File: src/rtl/pwm_ctrl_pkg.sv
// Shared types and level encodings for the PWM duty-cycle ramp sequencer.
package pwm_ctrl_pkg;

    typedef enum logic [1:0] {
        IDLE = 2'd0,
        RAMP = 2'd1,
        STOP = 2'd2
    } ramp_state_t;

    typedef logic [1:0] duty_level_t;

    // Duty-cycle level encodings understood by the PWM generator
    localparam duty_level_t LVL_OFF = 2'd0;
    localparam duty_level_t LVL_75  = 2'd1;
    localparam duty_level_t LVL_875 = 2'd2;
    localparam duty_level_t LVL_99  = 2'd3;

    // One level closer to tgt; callers guarantee cur != tgt
    function automatic duty_level_t step_toward(input duty_level_t cur, input duty_level_t tgt);
        if (tgt > cur) begin
            return cur + 2'd1;
        end
        return cur - 2'd1;
    endfunction

endpackage

File: src/rtl/pwm_period_timer.sv
// Free-running period counter kept phase-aligned with the PWM generator.
// boundary marks the last cycle of a period, period_start the first.
module pwm_period_timer #(
    parameter int unsigned PERIOD = 256
) (
    input  logic                      clk,
    input  logic                      reset,
    output logic [$clog2(PERIOD)-1:0] count,
    output logic                      boundary,
    output logic                      period_start
);

    localparam int unsigned CW = $clog2(PERIOD);
    localparam logic [CW-1:0] LAST = CW'(PERIOD - 1);

    assign boundary     = (count == LAST);
    assign period_start = (count == '0);

    // Count 0..PERIOD-1 and wrap; never stalled, so phase tracks the generator
    always_ff @(posedge clk or negedge reset) begin
        if (!reset) begin
            count <= '0;
        end else if (boundary) begin
            count <= '0;
        end else begin
            count <= count + 1'b1;
        end
    end

endmodule

File: src/rtl/pwm_ramp_controller.sv
// Duty-cycle ramp sequencer: accepts target levels over valid/ready and walks
// duty_cycle one level per step, steps only on period boundaries with a dwell
// of DWELL_PERIODS boundaries between them. estop forces the output off at once.
module pwm_ramp_controller
    import pwm_ctrl_pkg::*;
#(
    parameter int unsigned PERIOD        = 256,
    parameter int unsigned DWELL_PERIODS = 4
) (
    input  logic        clk,
    input  logic        reset,
    input  logic        req_valid,
    input  logic [1:0]  req_level,
    output logic        req_ready,
    input  logic        estop,
    output logic [1:0]  duty_cycle,
    output logic        busy,
    output logic        at_target,
    output logic        period_start
);

    localparam int unsigned CW  = $clog2(PERIOD);
    localparam int unsigned DWW = (DWELL_PERIODS > 1) ? $clog2(DWELL_PERIODS) : 1;
    localparam logic [DWW-1:0] DW_RELOAD = DWW'(DWELL_PERIODS - 1);

    logic [CW-1:0]  cnt;
    logic           boundary;
    logic           unused_cnt;

    ramp_state_t    state_q, state_d;
    duty_level_t    target_q, target_d;
    duty_level_t    duty_q, duty_d;
    logic [DWW-1:0] dw_q, dw_d;
    duty_level_t    next_level;

    pwm_period_timer #(
        .PERIOD (PERIOD)
    ) u_timer (
        .clk          (clk),
        .reset        (reset),
        .count        (cnt),
        .boundary     (boundary),
        .period_start (period_start)
    );

    // Only the timer's decoded pulses are needed here
    assign unused_cnt = ^cnt;

    assign next_level = step_toward(duty_q, target_q);

    // Next-state logic: estop dominates, otherwise the IDLE/RAMP/STOP sequence
    always_comb begin
        state_d  = state_q;
        target_d = target_q;
        duty_d   = duty_q;
        dw_d     = dw_q;

        if (estop) begin
            state_d  = STOP;
            target_d = LVL_OFF;
            duty_d   = LVL_OFF;
            dw_d     = '0;
        end else begin
            case (state_q)
                IDLE: begin
                    if (req_valid) begin
                        target_d = req_level;
                        dw_d     = '0;
                        if (req_level != duty_q) begin
                            state_d = RAMP;
                        end
                    end
                end
                RAMP: begin
                    if (boundary) begin
                        if (dw_q == '0) begin
                            duty_d = next_level;
                            dw_d   = DW_RELOAD;
                            // busy drops on the same edge the target is reached
                            if (next_level == target_q) begin
                                state_d = IDLE;
                            end
                        end else begin
                            dw_d = dw_q - 1'b1;
                        end
                    end
                end
                STOP: begin
                    state_d = IDLE;
                end
                default: begin
                    state_d = IDLE;
                end
            endcase
        end
    end

    // State registers; reset aborts any ramp immediately
    always_ff @(posedge clk or negedge reset) begin
        if (!reset) begin
            state_q  <= IDLE;
            target_q <= LVL_OFF;
            duty_q   <= LVL_OFF;
            dw_q     <= '0;
        end else begin
            state_q  <= state_d;
            target_q <= target_d;
            duty_q   <= duty_d;
            dw_q     <= dw_d;
        end
    end

    assign duty_cycle = duty_q;
    assign req_ready  = (state_q == IDLE) && !estop;
    assign busy       = (state_q == RAMP);
    assign at_target  = (duty_q == target_q);

endmodule

File: config.mk
export PLATFORM = sky130hd
export DESIGN_NAME = pwm_ramp_controller
export DESIGN_NICKNAME = d
export VERILOG_FILES = /design/src/rtl/pwm_ctrl_pkg.sv /design/src/rtl/pwm_period_timer.sv /design/src/rtl/pwm_ramp_controller.sv
export SDC_FILE = /design/constraint.sdc
export NUM_CORES = 1
export LEC_CHECK = 0
export ABC_AREA = 1
export CORE_MARGIN = 2
export CORE_UTILIZATION = 37
export DETAILED_ROUTE_END_ITERATION = 10
export GPL_TIMING_DRIVEN = 1
export PLACE_DENSITY = 0.68
export SETUP_SLACK_MARGIN = 0.2
export SYNTH_ARGS = -nofsm -noshare
export SYNTH_HDL_FRONTEND = slang
export SYNTH_SLANG_ARGS = --single-unit
File: constraint.sdc
create_clock -name clk -period 3.93 [get_ports clk]
set_input_delay 0.786 -clock clk [delete_from_list [all_inputs] [get_ports clk]]
set_output_delay 0.786 -clock clk [all_outputs]
set_load 0.05 [all_outputs]
==> metrics.md, run 1 <==
| Metric | Value |
|---|---|
| Status | `finished, final reports clean` |
| CTS max path bufs | `2` |
| Chip height | `55.5 microns` |
| Normalized max-slew margin | `0.516` |
| Clk sinks | `16` |
| Number of global-route vias before repair | `745` |
| Register area share after synthesis | `0.408` |
| Ant diodes | `0` |
| CTS Buf Count | `3` |
| Yosys warns | `0` |
| Overall routed net length | `1810 microns` |
| Setup crit end | `req_ready` |
| CP max FO | `6` |
| HPWL after DPL | `1520 microns` |
| Final Slew Violations | `0` |
| Total power | `0.000342 W` |
| Crit path required time | `3.14 ns` |
| Main synth FF type | `dfrtp_1` |
| M2 GR Usage | `0.224` |
| Synth cell count leaders | `21 x inv_1, 21 x nand2_1, 16 x dfrtp_1` |
| Die X | `55.5 microns` |
| Crit end category | `primary output` |
| First-pass GRT wire length | `3210 microns` |
| Setup WS post-layout | `0.789 ns` |
| Crit path kind | `in2out` |
| Largest net degree at the start of global routing | `17` |
| DRC viols | `0` |
| Ys async rst share | `1.00` |
| Total GRT Usage | `0.130` |
| Critical path launch point | `estop` |
| Worst-skew pair later-pin latency | `0.28 ns` |
| Vias | `800` |
| Initial drt markers | `14` |
| Cts hold-fix bufs | `0` |
| Avg Inst Size Synth | `8.04 sq um` |
| Syn nets | `133` |
| Crit path DAT | `2.35 ns` |
| PortBufs | `11` |
| Met3 usage | `0.0141` |
| Distinct cells, synth | `26` |
| Post-place setup slack | `0.786 ns` |
| Antenna viol nets, final | `0` |
| Drt pass-1 iters | `4` |
| Reg-to-reg slack, setup | `2.30 ns` |
| Global placement routability congestion | `0.823` |
| Placed Cells incl. Taps | `162` |
| Setup TNS | `0 ns` |
| CTS Root Cell | `clkbuf_4` |
| Ports | `12` |
| Cells on worst reg2reg path | `12` |
| Finished Core Util | `0.464` |
| Worst-margin pin slew | `0.724 ns` |
| DR vias/cell | `4.82` |
| Unrepaired setup endpoints after global routing | `false` |
| Post-layout nets | `148` |
| Share of post-route cells with drive strength above 1 | `0.169` |
| FF-to-FF End | `state_q[0]` |
| H-tree depth | `1` |
| Total grt overflow | `0` |
| Layer carrying the most global-route usage | `met2` |
| VDD IR max | `0.000207 V` |
| Startpoint Class | `input port` |
| Min Tclk post-route | `3.14 ns` |
| Routed len/inst | `10.9 microns` |
| Netlist Area Pre-Place | `981 sq um` |
| CTS tree | `built` |
| Starting Density | `0.392` |
| Core area | `0.00250 sq mm` |
| Yosys top cell by area | `dfrtp_1` |
| Final Hold Viols | `0` |
| Post-cts resize count | `0` |
| Final Non-Filler Cells | `166` |
| Area Growth Syn to Fin | `18.4%` |
| Row count | `18` |
| Worst Skew | `0.00235 ns` |
| Worst r2r src | `duty_cycle[1]` |
| Die area | `0.00308 sq mm` |
| Setup violations, final | `0` |
| Clock-pin slew on the worst setup and hold paths | `0.09 ns` |
| EDFF count, synth | `0` |
| Max Freq | `0.318 GHz` |
| Ranking of synthesized cells by area | `dfrtp_1 41%, inv_1 8.0%, nand2_1 8.0%, ha_1 6.4%, nor2_1 4.6%` |
| Yosys reg bits | `16` |
| GR Util met1 | `0.159` |
| Postcts setup bufs | `0` |
| Initial antenna violation count | `0` |
| Share of the synthesized area in the top cell type | `0.408` |
| Worst hold-check path type | `reg2reg` |
| Synthesized instance count | `122` |
| Max Cap Violations | `0` |
| Pwr Density | `294 mW/mm^2` |
| Leakage power | `0.550 nW` |
| Final worst path period share | `0.799` |
how the worst min path moves through the flow:
stage	from	to	slack, ns	depth (start not counted)
floorplan	state_q[0]	state_q[0]	0.44	2
global placement	state_q[0]	state_q[0]	0.46	2
detailed placement	state_q[0]	state_q[0]	0.47	2
CTS	u_timer.count[7]	u_timer.count[7]	0.48	1
global route	u_timer.count[7]	u_timer.count[7]	0.52	1
finish	u_timer.count[7]	u_timer.count[7]	0.48	1
state kept, by name, indices dropped and copies added (netlist names):
signal	flops
target_q	2
state_q	2
u_timer.count	8
duty_cycle	2
dw_q	2
routing by layer:
metal,share of wire,up-vias
met3,0.014,2
met4,0.0077,0
met1,0.45,377
met2,0.52,5
met5,0,-
li1,-,416
per-stage QoR:
stage | area (sq um) | hold slack [ns]
after floorplan | 981 | 0.441
after global placement | 1120 | 0.456
after detailed placement | 1120 | 0.467
after CTS | 1160 | 0.481
after global routing | 1160 | 0.519
final | 1160 | 0.480
cells by family (layout without fill, tap and decap cells):
logic type,after synthesis,in the layout,share of synthesized area
AOI/OAI and AO/OA,12,12,0.0816
xor gates and xnor gates,4,4,0.0357
adders and majority gates,5,5,0.0638
buffers and inverters,26,40,0.101
DFF,16,16,0.408
and+or+nand+nor,59,59,0.310
layout make-up:
type / count / area, sq um
Tap cell: 30 / 37.5
Inverter: 25 / 95.1
Multi-Input combinational cell: 80 / 482
Sequential cell: 16 / 400
Timing Repair Buffer: 11 / 110
Fill cell: 252 / 1340
Clock buffer: 4 / 36.3
power by group:
| part | switching (W) | total [W] | internal (W) |
|---|---|---|---|
| combinational | 0.0000401 | 0.0000622 | 0.0000221 |
| sequential | 0.00000279 | 0.000172 | 0.000169 |
| clock | 0.0000515 | 0.000108 | 0.0000563 |
cells in the final DEF, fill, tap and decap left out:
cell type,instances
nor3b_2,1
nor4_1,1
nand2_2,4
a211oi_2,1
a21oi_1,1
dfrtp_1,16
inv_2,3
nand3_1,6
nor3_1,4
ha_1,5
o211ai_1,2
clkbuf_4,3
nand4_1,2
nand2_1,21
nor2_2,4
clkbuf_8,1
o21ai_0,3
clkdlybuf4s50_1,11
nor3_2,1
nor2_1,12
nor3_4,1
inv_1,21
clkinv_2,1
xnor2_1,2
nor2_4,2
o21ai_1,4
o211ai_2,1
xor2_1,2
critical path, cell delays in order:
cell and delay (ns):
clkdlybuf4s50_1 0.53, nor2_2 0.21, clkdlybuf4s50_1 0.82
No activity file was read; power rests on OpenSTA's default activity.
==> run 2: changes to the inputs <==
Clock period 3.93 ns to 2.89 ns, I/O delays scaled along.
==> run 2 against run 1 <==
- wire length increased by 1.2%
- total power increased by 37%
- sequential power increased by 36%
- clock power increased by 37%
- register-to-register slack got worse by 1.0 ns
- clock skew decreased by 0.0014 ns
- utilization decreased by 0.050 points
- count of clock-buffer cells in the layout unchanged
- sequential cell count unchanged
- worst hold slack improved by 0.020 ns
- critical path type is now reg2out
==> metrics.md, run 2 (synthesis results as in run 1) <==
| Metric | Value |
|---|---|
| Ports | `12 (unchanged)` |
| Worst Skew | `0.000957 ns (-0.00139 ns)` |
| Leakage power | `0.561 nW (+2.0%)` |
| Clock-pin slew on the worst setup and hold paths | `0.09 ns (about the same)` |
| Max reg flops | `8 (unchanged)` |
| Post-layout nets | `148 (unchanged)` |
| Crit path required time | `2.31 ns (-0.83 ns)` |
| HPWL after DPL | `1510 microns (-0.79%)` |
| Initial drt markers | `13 (-1)` |
| CP most frequent cell | `inv_1` |
| Area Growth Syn to Fin | `18.2%` |
| Crit path kind | `reg2out` |
| Share of post-route cells with drive strength above 1 | `0.176 (+0.00735)` |
| Chip height | `55.5 microns (unchanged)` |
| Antenna viol nets, final | `0 (unchanged)` |
| Number of global-route vias before repair | `851 (+14%)` |
| H-tree depth | `1 (unchanged)` |
| CTS max path bufs | `2 (unchanged)` |
| Final Non-Filler Cells | `166 (unchanged)` |
| Top reg by flops | `u_timer.count` |
| Max Cap Violations | `0 (unchanged)` |
| Final Slew Violations | `0 (unchanged)` |
| CP max stage delay | `0.57 ns (-0.25 ns)` |
| Routed len/inst | `11.0 microns (+1.2%)` |
| CTS Buf Count | `3 (unchanged)` |
| Global placement routability congestion | `0.778 (-5.4%)` |
| Die X | `55.5 microns (unchanged)` |
| Setup TNS | `0 ns (unchanged)` |
| CP max FO | `5 (-1)` |
| Startpoint Class | `flop` |
| Most frequent cells in the layout | `21 x inv_1, 21 x nand2_1, 16 x dfrtp_1` |
| Placed Cells incl. Taps | `162 (unchanged)` |
| Vias | `791 (-1.1%)` |
| Max Freq | `0.414 GHz` |
| Total GRT Usage | `0.141 (+0.0113)` |
| Multi-input gate area | `482 sq um (unchanged)` |
| PortBufs | `11 (unchanged)` |
| Worst-skew pair later-pin latency | `0.29 ns (about the same)` |
| Final worst path period share | `0.835` |
| Setup violations, final | `0 (unchanged)` |
| Worst-margin pin slew | `0.705 ns (-0.0192 ns)` |
| Top delay family on crit path | `buffers and inverters` |
| Die area | `0.00308 sq mm (unchanged)` |
| Register Area | `400 sq um (unchanged)` |
| CP Buf/Inv Count | `3 (+1)` |
| CTS tree | `built` |
| Postcts setup bufs | `0 (unchanged)` |
| VDD IR max | `0.000280 V (+36%)` |
| Worst hold-check path type | `reg2reg` |
| Clk sinks | `16 (unchanged)` |
| Core area | `0.00250 sq mm (unchanged)` |
| Normalized max-slew margin | `0.528 (+0.0128)` |
| DRC viols | `0 (unchanged)` |
| Ant diodes | `0 (unchanged)` |
| Pwr Density | `403 mW/mm^2 (+37%)` |
| Initial antenna violation count | `0 (unchanged)` |
| Largest net degree at the start of global routing | `17 (unchanged)` |
| Overall routed net length | `1830 microns (+1.2%)` |
| Unrepaired setup endpoints after global routing | `false` |
| CTS Root Cell | `clkbuf_4` |
| Status | `finished, final reports clean` |
| DR vias/cell | `4.77 (-1.1%)` |
| Starting Density | `0.392 (unchanged)` |
| Total grt overflow | `0 (unchanged)` |
| Slowest cell on crit path | `dlygate4sd2_1` |
| Crit end category | `primary output` |
| Final Hold Viols | `0 (unchanged)` |
| First-pass GRT wire length | `3510 microns (+9.5%)` |
| Drt pass-1 iters | `4 (unchanged)` |
| Fill count | `238 (-5.6%)` |
| Worst-path cell chain | `inv_1 > ha_1 > inv_1 > nor4_1 > dlygate4sd2_1` |
| Row count | `18 (unchanged)` |
| Min Tclk post-route | `2.41 ns` |
| Crit path DAT | `1.84 ns (-0.51 ns)` |
==> run 2: routing by layer <==
| layer | GRT usage | vias to the layer above | share of wire |
|---|---|---|---|
| met4 | 0.0662 | 0 | 0.0082 |
| met2 | 0.253 | 7 | 0.53 |
| met3 | 0.0211 | 4 | 0.019 |
| met1 | 0.163 | 364 | 0.45 |
| met5 | 0 | - | 0 |
| li1 | - | 416 | - |
==> run 2: worst paths after layout <==
check | to | from | cells after the start | slack [ns]
worst max-delay path | period_start | u_timer.count[0] | 5 | 0.48
worst min-delay path | state_q[0] | state_q[0] | 2 | 0.50
min in group asynchronous | target_q[0] | reset | 1 | 0.71
worst min register to register | state_q[0] | state_q[0] | 2 | 0.50
max in group asynchronous | duty_cycle[1] | reset | 1 | 1.74
worst max register to register | state_q[0] | duty_cycle[1] | 12 | 1.28
==> run 2: where the power goes <==
part           switching, W  internal [W]
sequential       0.00000393      0.000230
combinational     0.0000553     0.0000296
clock             0.0000716     0.0000767
total              0.000131      0.000336
==> run 2: area by class of cell <==
type | count | share of cell area
clock buffer | 4 | 0.0313
multi-input combinational | 80 | 0.415
sequential | 16 | 0.345
inverter | 25 | 0.0820
tap | 30 | 0.0324
timing repair buffer | 11 | 0.0939
==> run 2: timing repair <==
item / in CTS / in global routing
hold buffers: 0 / 0
resized for setup: 1 / 1
setup endpoints to repair: 1 / 1
==> run 2: tightest hold or removal path, stage by stage (launching register included) <==
cell     delay (ns)
dfrtp_1        0.36
nand2_1        0.06
nand2_1        0.06
==> run 2: per-stage QoR <==
step | total power, W | area (sq um) | util | hold slack [ns] | setup WS [ns]
6_report | 0.000467 | 1160 | 0.464 | 0.500 | 0.477
5_1_grt | 0.000494 | 1160 | 0.464 | 0.553 | 0.411
4_1_cts | 0.000473 | 1160 | 0.463 | 0.500 | 0.278
3_5_place_dp | 0.000324 | 1120 | 0.449 | 0.479 | 0.513
3_3_place_gp | 0.000321 | 1120 | 0.449 | 0.466 | 0.640
2_1_floorplan | 0.000295 | 981 | - | 0.282 | 0.201
==> run 3: changes to the inputs <==
Settings changed: PLACE_DENSITY 0.68 to 0.7.
Clock period 2.89 ns to 2.1 ns, I/O delays scaled along.
==> run 3 against run 2 <==
- wire length is 4.7% higher
- combinational power is 51% higher
- utilization is 3.0 points higher
- sequential power is 37% higher
- global-route usage is 0.77 points lower
- clock power is 38% higher
- worst setup slack worse by 0.22 ns
- count of clock-buffer cells in the layout stayed put
- largest cell class unchanged
- critical path type unchanged
- cell area is 6.4% higher
==> metrics.md, run 3 (synthesis results as in run 1) <==
| Metric | Value |
|---|---|
| HPWL after DPL | `1470 microns (-2.6%)` |
| Worst r2r src | `duty_cycle[0]` |
| Die area | `0.00308 sq mm (unchanged)` |
| Status | `finished, final reports clean` |
| Worst-path cell chain | `ha_1 > nand2_1 > inv_1 > buf_12` |
| Final hold slack | `0.439 ns (-0.0616 ns)` |
| Top reg by flops | `u_timer.count` |
| Most frequent cells in the layout | `21 x nand2_1, 18 x inv_1, 14 x dfrtp_1` |
| Worst-skew pair later-pin latency | `0.29 ns (about the same)` |
| Number of global-route vias before repair | `793 (-6.8%)` |
| DR vias/cell | `4.77 (+0.12%)` |
| Crit path required time | `1.68 ns (-0.63 ns)` |
| Unrepaired setup endpoints after global routing | `true` |
| Ports | `12 (unchanged)` |
| Initial drt markers | `10 (-3)` |
| CTS Root Cell | `clkbuf_4` |
| Area Growth Syn to Fin | `25.8%` |
| VDD IR max | `0.000305 V (+8.8%)` |
| Setup TNS | `0 ns (unchanged)` |
| CTS max path bufs | `2 (unchanged)` |
| Post-layout nets | `152 (+2.7%)` |
| Final instance area | `0.00123 sq mm (+6.4%)` |
| Ant diodes | `0 (unchanged)` |
| Clk sinks | `16 (unchanged)` |
| Antenna viol nets, final | `0 (unchanged)` |
| Share of post-route cells with drive strength above 1 | `0.264 (+0.0878)` |
| Largest net degree at the start of global routing | `17 (unchanged)` |
| Clock-pin slew on the worst setup and hold paths | `0.09 ns (about the same)` |
| Worst-margin pin slew | `0.498 ns (-0.207 ns)` |
| CP max FO | `7 (+2)` |
| CTS tree | `built` |
| Worst Skew | `0.000893 ns (-0.0000635 ns)` |
| Final Hold Viols | `0 (unchanged)` |
| Overall routed net length | `1920 microns (+4.7%)` |
| Switching Share | `0.277 (-0.00279)` |
| Total GRT Usage | `0.134 (-0.00772)` |
| Reg power frac | `0.492 (-0.009)` |
| PortBufs | `11 (unchanged)` |
| CP max stage delay | `0.47 ns (-0.10 ns)` |
| Clk pwr share | `0.312 (-0.006)` |
| Commonest non-fill, non-tap cell in the layout | `nand2_1` |
| Final worst path period share | `0.878` |
| Min Tclk post-route | `1.84 ns` |
| Leakage power | `0.591 nW (+5.3%)` |
| Core area | `0.00250 sq mm (unchanged)` |
| Slowest cell on crit path | `dfrtp_2` |
| CTS Buf Count | `3 (unchanged)` |
| DRC viols | `0 (unchanged)` |
| Total power | `0.000654 W (+40%)` |
| Routed len/inst | `11.3 microns (+2.2%)` |
| Cells on worst reg2reg path | `11 (-1)` |
| Chip height | `55.5 microns (unchanged)` |
| Row count | `18 (unchanged)` |
| Normalized max-slew margin | `0.669 (+0.141)` |
| Gate power share | `0.196 (+0.014)` |
| First-pass GRT wire length | `3280 microns (-6.7%)` |
| Net Switching | `0.000181 W (+39%)` |
| Setup violations, final | `0 (unchanged)` |
| Startpoint Class | `flop` |
| Drt pass-1 iters | `4 (unchanged)` |
| FF-to-FF End | `state_q[0]` |
| Pwr Density | `530 mW/mm^2 (+32%)` |
| Total grt overflow | `0 (unchanged)` |
| Max reg flops | `8 (unchanged)` |
| Reg-to-reg slack, setup | `0.50 ns (-0.78 ns)` |
| Placed cell area | `0.00117 sq mm (+4.7%)` |
| Internal | `0.000473 W (+41%)` |
| Final Slew Violations | `0 (unchanged)` |
| Global placement routability congestion | `0.799 (+2.6%)` |
| H-tree depth | `1 (unchanged)` |
| Worst hold-check path type | `in2async` |
| Max Cap Violations | `0 (unchanged)` |
| Initial antenna violation count | `0 (unchanged)` |
| Die X | `55.5 microns (unchanged)` |
| Fill count | `219 (-8.0%)` |
| Crit path kind | `reg2out` |
| Crit end category | `primary output` |
| Max Freq | `0.543 GHz` |
| Vias | `811 (+2.5%)` |
| Starting Density | `0.392 (unchanged)` |
| Crit path DAT | `1.42 ns (-0.42 ns)` |
==> run 3: changes by cell type in the layout (fill, tap and decap cells not counted), moves of 2 or more <==
cell	delta
inv_2	+3
buf_12	+3
dfrtp_1	-2
buf_4	+4
dfrtp_2	+2
inv_1	-3
clkdlybuf4s50_1	-3
==> run 3: what timing repair did <==
action	in CTS	in global routing
endpoints found under the setup margin	2	2
setup buffers	0	3
pin swaps	0	2
gates resized for setup	2	5
hold buffers	0	0
==> run 3: through the flow <==
stage / instances / utilization / worst slack, ns
after floorplan: 122 / - / 0.252
after global placement: 163 / 0.470 / 0.317
after detailed placement: 163 / 0.470 / 0.234
after CTS: 167 / 0.483 / 0.218
after global routing: 170 / 0.493 / 0.153
final: 170 / 0.493 / 0.257
==> run 3: worst max-delay path, delay by kind of cell (launching register included) <==
kind                       cells  cell delay [ns]
adders and majority gates      1             0.33
buffers and inverters          2             0.23
DFF                            1             0.47
and+or+nand+nor                1             0.11
==> run 3: worst max path at each step <==
| stage | slack (ns) | cells after the start | end | from |
|---|---|---|---|---|
| 2_1_floorplan | 0.25 | 4 | at_target | duty_cycle[1] |
| 3_3_place_gp | 0.32 | 3 | req_ready | estop |
| 3_5_place_dp | 0.23 | 7 | dw_q[0] | estop |
| 4_1_cts | 0.22 | 4 | at_target | duty_cycle[0] |
| 5_1_grt | 0.15 | 4 | period_start | u_timer.count[3] |
| 6_report | 0.26 | 4 | at_target | duty_cycle[0] |
==> run 3: power groups by stage <==
stage                     registers [W]  clock network (W)  logic [W]
final                          0.000321           0.000204   0.000128
after global routing           0.000323           0.000229   0.000142
after CTS                      0.000322           0.000209   0.000130
after detailed placement       0.000328                  0   0.000129
after global placement         0.000327                  0   0.000127
after floorplan                0.000326                  0  0.0000797
==> run 3: layer usage <==
metal / vias to the layer above / routed length (microns) / GRT usage
met3: 5 / 25 / 0.0211
met2: 7 / 1010 / 0.241
met1: 378 / 840 / 0.152
met5: - / 0 / 0
met4: 0 / 45 / 0.0627
li1: 421 / - / -
==> run 3: final cells by class <==
class	instances	area, sq um	area share
repair buffers	15	165	0.134
inverters	25	95.1	0.0771
multi-input cells	80	497	0.403
well taps	30	37.5	0.0304
flip-flops and latches	16	403	0.327
clock buffers	4	36.3	0.0294
